## src/rtl/eae_muldiv_pkg.sv

```systemverilog
// ============================================================================
// eae_muldiv_pkg : shared types for the EAE multiply/divide engine
// Rev 1.0 : initial release
// ============================================================================
`default_nettype none
`timescale 1ns/1ps

package eae_muldiv_pkg;

  typedef enum logic {
    EAE_MUY = 1'b0,
    EAE_DVI = 1'b1
  } eae_op_t;

  typedef enum logic [1:0] {
    IDLE = 2'd0,
    MUL  = 2'd1,
    DIV  = 2'd2,
    DONE = 2'd3
  } eae_state_t;

endpackage

`default_nettype wire

```

## src/rtl/eae_step.sv

```systemverilog
// ============================================================================
// eae_step : one shift-add multiply or restoring-divide iteration
// Rev 1.0 : initial release
// ============================================================================
`default_nettype none
`timescale 1ns/1ps

module eae_step
  import eae_muldiv_pkg::*;
#(
  parameter int WIDTH = 12
) (
  input  eae_op_t          op_i,
  input  logic [WIDTH-1:0] hi_i,
  input  logic [WIDTH-1:0] lo_i,
  input  logic [WIDTH-1:0] y_i,
  output logic [WIDTH-1:0] hi_o,
  output logic [WIDTH-1:0] lo_o
);

  logic [WIDTH:0]   w_sum;
  logic [WIDTH:0]   w_shift;
  logic [WIDTH-1:0] w_diff;
  logic             w_ge;

  always_comb begin
    // Multiply: lo holds the multiplier LSB-first, y the multiplicand.
    w_sum   = {1'b0, hi_i} + (lo_i[0] ? {1'b0, y_i} : '0);
    // Divide: the shifted remainder needs one spare bit before the compare.
    w_shift = {hi_i, lo_i[WIDTH-1]};
    w_ge    = (w_shift >= {1'b0, y_i});
    w_diff  = w_shift[WIDTH-1:0] - y_i;
    if (op_i == EAE_DVI) begin
      hi_o = w_ge ? w_diff : w_shift[WIDTH-1:0];
      lo_o = {lo_i[WIDTH-2:0], w_ge};
    end else begin
      hi_o = w_sum[WIDTH:1];
      lo_o = {w_sum[0], lo_i[WIDTH-1:1]};
    end
  end

endmodule

`default_nettype wire

```

## src/rtl/eae_muldiv.sv

```systemverilog
// ============================================================================
// eae_muldiv : PDP-8 EAE MUY/DVI engine, one bit per clock
// Rev 1.0 : initial release
// ============================================================================
`default_nettype none
`timescale 1ns/1ps

module eae_muldiv
  import eae_muldiv_pkg::*;
#(
  parameter int WIDTH = 12
) (
  input  logic             clock_i,
  input  logic             reset_i,
  input  logic             start_i,
  input  logic             op_i,
  input  logic [WIDTH-1:0] ac_i,
  input  logic [WIDTH-1:0] mq_i,
  input  logic [WIDTH-1:0] operand_i,
  input  logic             abort_i,
  output logic             busy_o,
  output logic             done_o,
  output logic [WIDTH-1:0] ac_o,
  output logic [WIDTH-1:0] mq_o,
  output logic             link_o
);

  localparam int CNT_W = $clog2(WIDTH + 1);

  eae_state_t       state_q, state_d;
  logic [CNT_W-1:0] cnt_q, cnt_d;
  logic [WIDTH-1:0] hi_q, hi_d;
  logic [WIDTH-1:0] lo_q, lo_d;
  logic [WIDTH-1:0] y_q, y_d;
  logic             ovf_q, ovf_d;
  logic             busy_q, busy_d;
  logic             done_q, done_d;
  logic [WIDTH-1:0] ac_q, ac_d;
  logic [WIDTH-1:0] mq_q, mq_d;
  logic             link_q, link_d;

  eae_op_t          w_step_op;
  logic [WIDTH-1:0] w_hi;
  logic [WIDTH-1:0] w_lo;

  assign w_step_op = (state_q == DIV) ? EAE_DVI : EAE_MUY;

  eae_step #(.WIDTH(WIDTH)) u_step (
    .op_i (w_step_op),
    .hi_i (hi_q),
    .lo_i (lo_q),
    .y_i  (y_q),
    .hi_o (w_hi),
    .lo_o (w_lo)
  );

  always_comb begin
    state_d = state_q;
    cnt_d   = cnt_q;
    hi_d    = hi_q;
    lo_d    = lo_q;
    y_d     = y_q;
    ovf_d   = ovf_q;
    busy_d  = busy_q;
    done_d  = 1'b0;
    ac_d    = ac_q;
    mq_d    = mq_q;
    link_d  = link_q;
    case (state_q)
      IDLE: begin
        // busy_q is still high during the done cycle, which blocks a relaunch.
        busy_d = 1'b0;
        if (start_i && !abort_i && !busy_q) begin
          busy_d = 1'b1;
          cnt_d  = CNT_W'(WIDTH);
          hi_d   = ac_i;
          ovf_d  = 1'b0;
          if (op_i == EAE_MUY) begin
            lo_d    = operand_i;
            y_d     = mq_i;
            state_d = MUL;
          end else begin
            lo_d = mq_i;
            y_d  = operand_i;
            if (ac_i >= operand_i) begin
              ovf_d   = 1'b1;
              state_d = DONE;
            end else begin
              state_d = DIV;
            end
          end
        end
      end
      MUL, DIV: begin
        if (abort_i) begin
          busy_d  = 1'b0;
          state_d = IDLE;
        end else begin
          hi_d  = w_hi;
          lo_d  = w_lo;
          cnt_d = cnt_q - CNT_W'(1);
          if (cnt_q == CNT_W'(1)) begin
            state_d = DONE;
          end
        end
      end
      DONE: begin
        state_d = IDLE;
        if (abort_i) begin
          busy_d = 1'b0;
        end else begin
          ac_d   = hi_q;
          mq_d   = lo_q;
          link_d = ovf_q;
          done_d = 1'b1;
        end
      end
      default: state_d = IDLE;
    endcase
  end

  always_ff @(posedge clock_i or posedge reset_i) begin
    if (reset_i) begin
      state_q <= IDLE;
      cnt_q   <= '0;
      hi_q    <= '0;
      lo_q    <= '0;
      y_q     <= '0;
      ovf_q   <= 1'b0;
      busy_q  <= 1'b0;
      done_q  <= 1'b0;
      ac_q    <= '0;
      mq_q    <= '0;
      link_q  <= 1'b0;
    end else begin
      state_q <= state_d;
      cnt_q   <= cnt_d;
      hi_q    <= hi_d;
      lo_q    <= lo_d;
      y_q     <= y_d;
      ovf_q   <= ovf_d;
      busy_q  <= busy_d;
      done_q  <= done_d;
      ac_q    <= ac_d;
      mq_q    <= mq_d;
      link_q  <= link_d;
    end
  end

  assign busy_o = busy_q;
  assign done_o = done_q;
  assign ac_o   = ac_q;
  assign mq_o   = mq_q;
  assign link_o = link_q;

endmodule

`default_nettype wire

```

## config.mk

```make
export PLATFORM = sky130hd
export DESIGN_NAME = eae_muldiv
export DESIGN_NICKNAME = d
export VERILOG_FILES = /design/src/rtl/eae_muldiv_pkg.sv /design/src/rtl/eae_step.sv /design/src/rtl/eae_muldiv.sv
export SDC_FILE = /design/constraint.sdc
export NUM_CORES = 1
export LEC_CHECK = 0
export CAP_MARGIN = 40
export CELL_PAD_IN_SITES_DETAIL_PLACEMENT = 1
export CELL_PAD_IN_SITES_GLOBAL_PLACEMENT = 1
export CORE_ASPECT_RATIO = 0.7
export CORE_MARGIN = 2
export CORE_UTILIZATION = 35
export CTS_CLUSTER_DIAMETER = 50
export DETAILED_ROUTE_END_ITERATION = 8
export PLACE_DENSITY = 0.77
export SYNTH_ARGS = -nofsm -noshare
export SYNTH_HDL_FRONTEND = slang
export SYNTH_HIERARCHICAL = 1
export SYNTH_SLANG_ARGS = --single-unit
```

## constraint.sdc

```tcl
create_clock -name clock_i -period 2.75 [get_ports clock_i]
set_input_delay 0.55 -clock clock_i [delete_from_list [all_inputs] [get_ports clock_i]]
set_output_delay 0.55 -clock clock_i [all_outputs]
set_load 0.1 [all_outputs]
```

==> impl_metrics.tcl <==
set metrics [dict create \
    status "completed" \
    grt_max_degree 71 \
    final_cell_area_um2 6475 \
    cp_top_family "compound AO/OA/AOI/OAI gates" \
    crit_fanout 4 \
    nNetsFinal 719 \
    area_growth_pct 25.06 \
    critPathCaptureType "flip-flop" \
    grt_pass1_wl_um 25430 \
    drt_iter0_drc 234 \
    clkLatencyLatePin_ns 0.35 \
    ys_seq_elements 70 \
    rows 37 \
    crit_chain "inv_1 -> ha_1 -> o21ai_0 -> o21ba_2 -> o21ai_0 -> nor2_2 -> buf_4 -> or3b_1 -> a2bb2oi_2 -> mux2i_1 -> o21ai_1" \
    post-route-min-period_ns 2.672 \
    crit_path_start_kind "flip-flop" \
    required_ns 3.02 \
    drive_gt1_share_pct 19.72 \
    grt_pass1_vias 4705 \
    worst-path-buf-inv 2 \
    grt_usage_pct 20.91 \
    clk_pin_slew_ns 0.06 \
    crit_arrival_ns 2.95 \
    routed_wirelength_um 15740 \
    root_buffer "clkbuf_16" \
    final_common_cell "dfrtp_1" \
    layout_common_cells "69 x dfrtp_1, 52 x buf_4, 50 x nand2_1" \
    syn_inst 554 \
    cp_common_cell "o21ai_0" \
    dp_hpwl_um 11950 \
    cp.depth 11 \
    wl_per_cell_um 18.88 \
    multi_input_area_um2 3141 \
    fp.dieW_um 149.4 \
    postCtsHoldBufs 0 \
    fin_util_pct 44.40 \
    hold_ws_ns 0.4899 \
    drcViolationCount 0 \
    fp.dieH_um 105.8 \
    final_max_slew_viol_count 0 \
    maxCapViolCount 0 \
    ant_nets 0 \
    tightest_slew_ns 0.7285 \
    hold_violations 0 \
    yosysSeqAreaShare_pct 33.83 \
    synthArstFlopShare_pct 100.0 \
    clock_sinks 70 \
    firstDrtPassIters 6 \
    clock.fmax_ghz 0.3743 \
    synthesis.nets 639 \
    cts_tree "built" \
    setup_viol 0 \
    fin_setup_tns_ns 0 \
    drt-vias-per-instance 5.311 \
    gp_congestion 0.8340 \
    nFillCells 1680 \
    initial_core_util_pct 35.50 \
    antenna_found_initial 0 \
    max_slew_margin_pct 51.02 \
    synth.distinct_cells 59 \
    min_period_over_period_pct 97.16 \
    regArea_um2 1753 \
    crit_type "reg -> reg" \
    hold_path_class "reg -> reg" \
    cts_htree_levels 3 \
    coreArea_um2 14580 \
    hold_path_depth 1 \
    cp_slowest_cell "dfrtp_1" \
    clk_path_buf_depth 2 \
    r2r_cells 11 \
    max_stage_delay_ns 0.41 \
    io_pins 68 \
    num_antenna_cells 0 \
    r2r_slack_ns 0.08 \
    io_buffers 67 \
    gr-total-overflow 0 \
    syn_area_um2 5177 \
    ys.flop_type "dfrtp_1" \
    finClkSkew_ns 0.009838 \
    synth_area_per_cell_um2 9.346 \
    synth_warnings 6 \
    synth-edff-count 0 \
    vias 4429 \
    dieArea_um2 15800 \
    cts_buffers 9 \
    place_area_um2 6092 \
]
[stage by stage]
stage               setup slack (ns)  std cells
floorplan                     0.1341        554
global placement             0.09057        815
detailed placement           0.01369        815
CTS                         0.003399        831
global route                -0.01827        834
finish                       0.07805        834
[worst paths after layout]
kind                                          start                   end
worst min register to register  ac_o[4]$_DFFE_PP0P_   ac_o[4]$_DFFE_PP0P_
worst max register to register   y_q[8]$_DFFE_PP0P_  hi_q[10]$_DFFE_PP0P_
worst max-delay path             y_q[8]$_DFFE_PP0P_  hi_q[10]$_DFFE_PP0P_
max in group asynchronous                   reset_i   hi_q[6]$_DFFE_PP0P_
worst min-delay path            ac_o[4]$_DFFE_PP0P_   ac_o[4]$_DFFE_PP0P_
min in group asynchronous                   reset_i      done_o$_DFF_PP0_
[final cells by class]
type | count | share of cell area (%)
clock buffers | 9 | 3.478
inverters | 36 | 2.087
repair buffers | 96 | 13.45
well taps | 195 | 3.768
clock inverters | 7 | 1.643
multi-input cells | 421 | 48.50
flip-flops and latches | 70 | 27.07
[per-layer routing]
metal / vias to the layer above / GRT usage, % / share of wire, %
met5: - / 0 / 0
met4: 0 / 4.490 / 0.74
met3: 11 / 4.632 / 7.0
met2: 122 / 32.96 / 45
met1: 2184 / 29.35 / 47
li1: 2112 / - / -
[state kept, by name, summed over array words and instances, names as in the netlist]
register / count
state_q: 2
link_o: 1
hi_q: 12
ovf_q: 1
cnt_q: 4
y_q: 12
mq_o: 12
done_o: 1
busy_o: 1
ac_o: 12
lo_q: 12
[synth_stat cells, types with 9 or more instances]
cell type,instances,area share (%)
dfrtp_1,70,34
ha_1,42,10
o21ai_0,12,1.2
mux2_2,18,3.9
a21o_1,9,1.3
nand2_1,50,3.6
xnor2_1,12,2.0
buf_2,10,0.97
and2_1,13,1.6
inv_1,36,2.6
nor2_1,45,3.3
mux2i_1,38,7.3
mux2_1,18,3.9
a21oi_1,33,3.2
a31oi_1,11,1.3
o21ai_1,28,2.7
[timing repair]
| item | 4_1_cts | 5_1_grt |
|---|---|---|
| setup endpoints to repair | 0 | 10 |
| gates resized for setup | 0 | 8 |
| buffers inserted | 0 | 3 |
[cells by family after synthesis]
kind of cell,after synthesis,synth area share [%]
simple gates,150,13.87
buf+inv,63,6.042
xor+xnor,16,2.707
flops,70,33.83
fa+ha+maj,44,10.92
compound gates,137,17.45
mux,74,15.18
Power is left out: the tool's default activity adds up to more than one toggle a clock period on the data nets, which glitch-free logic cannot reach.
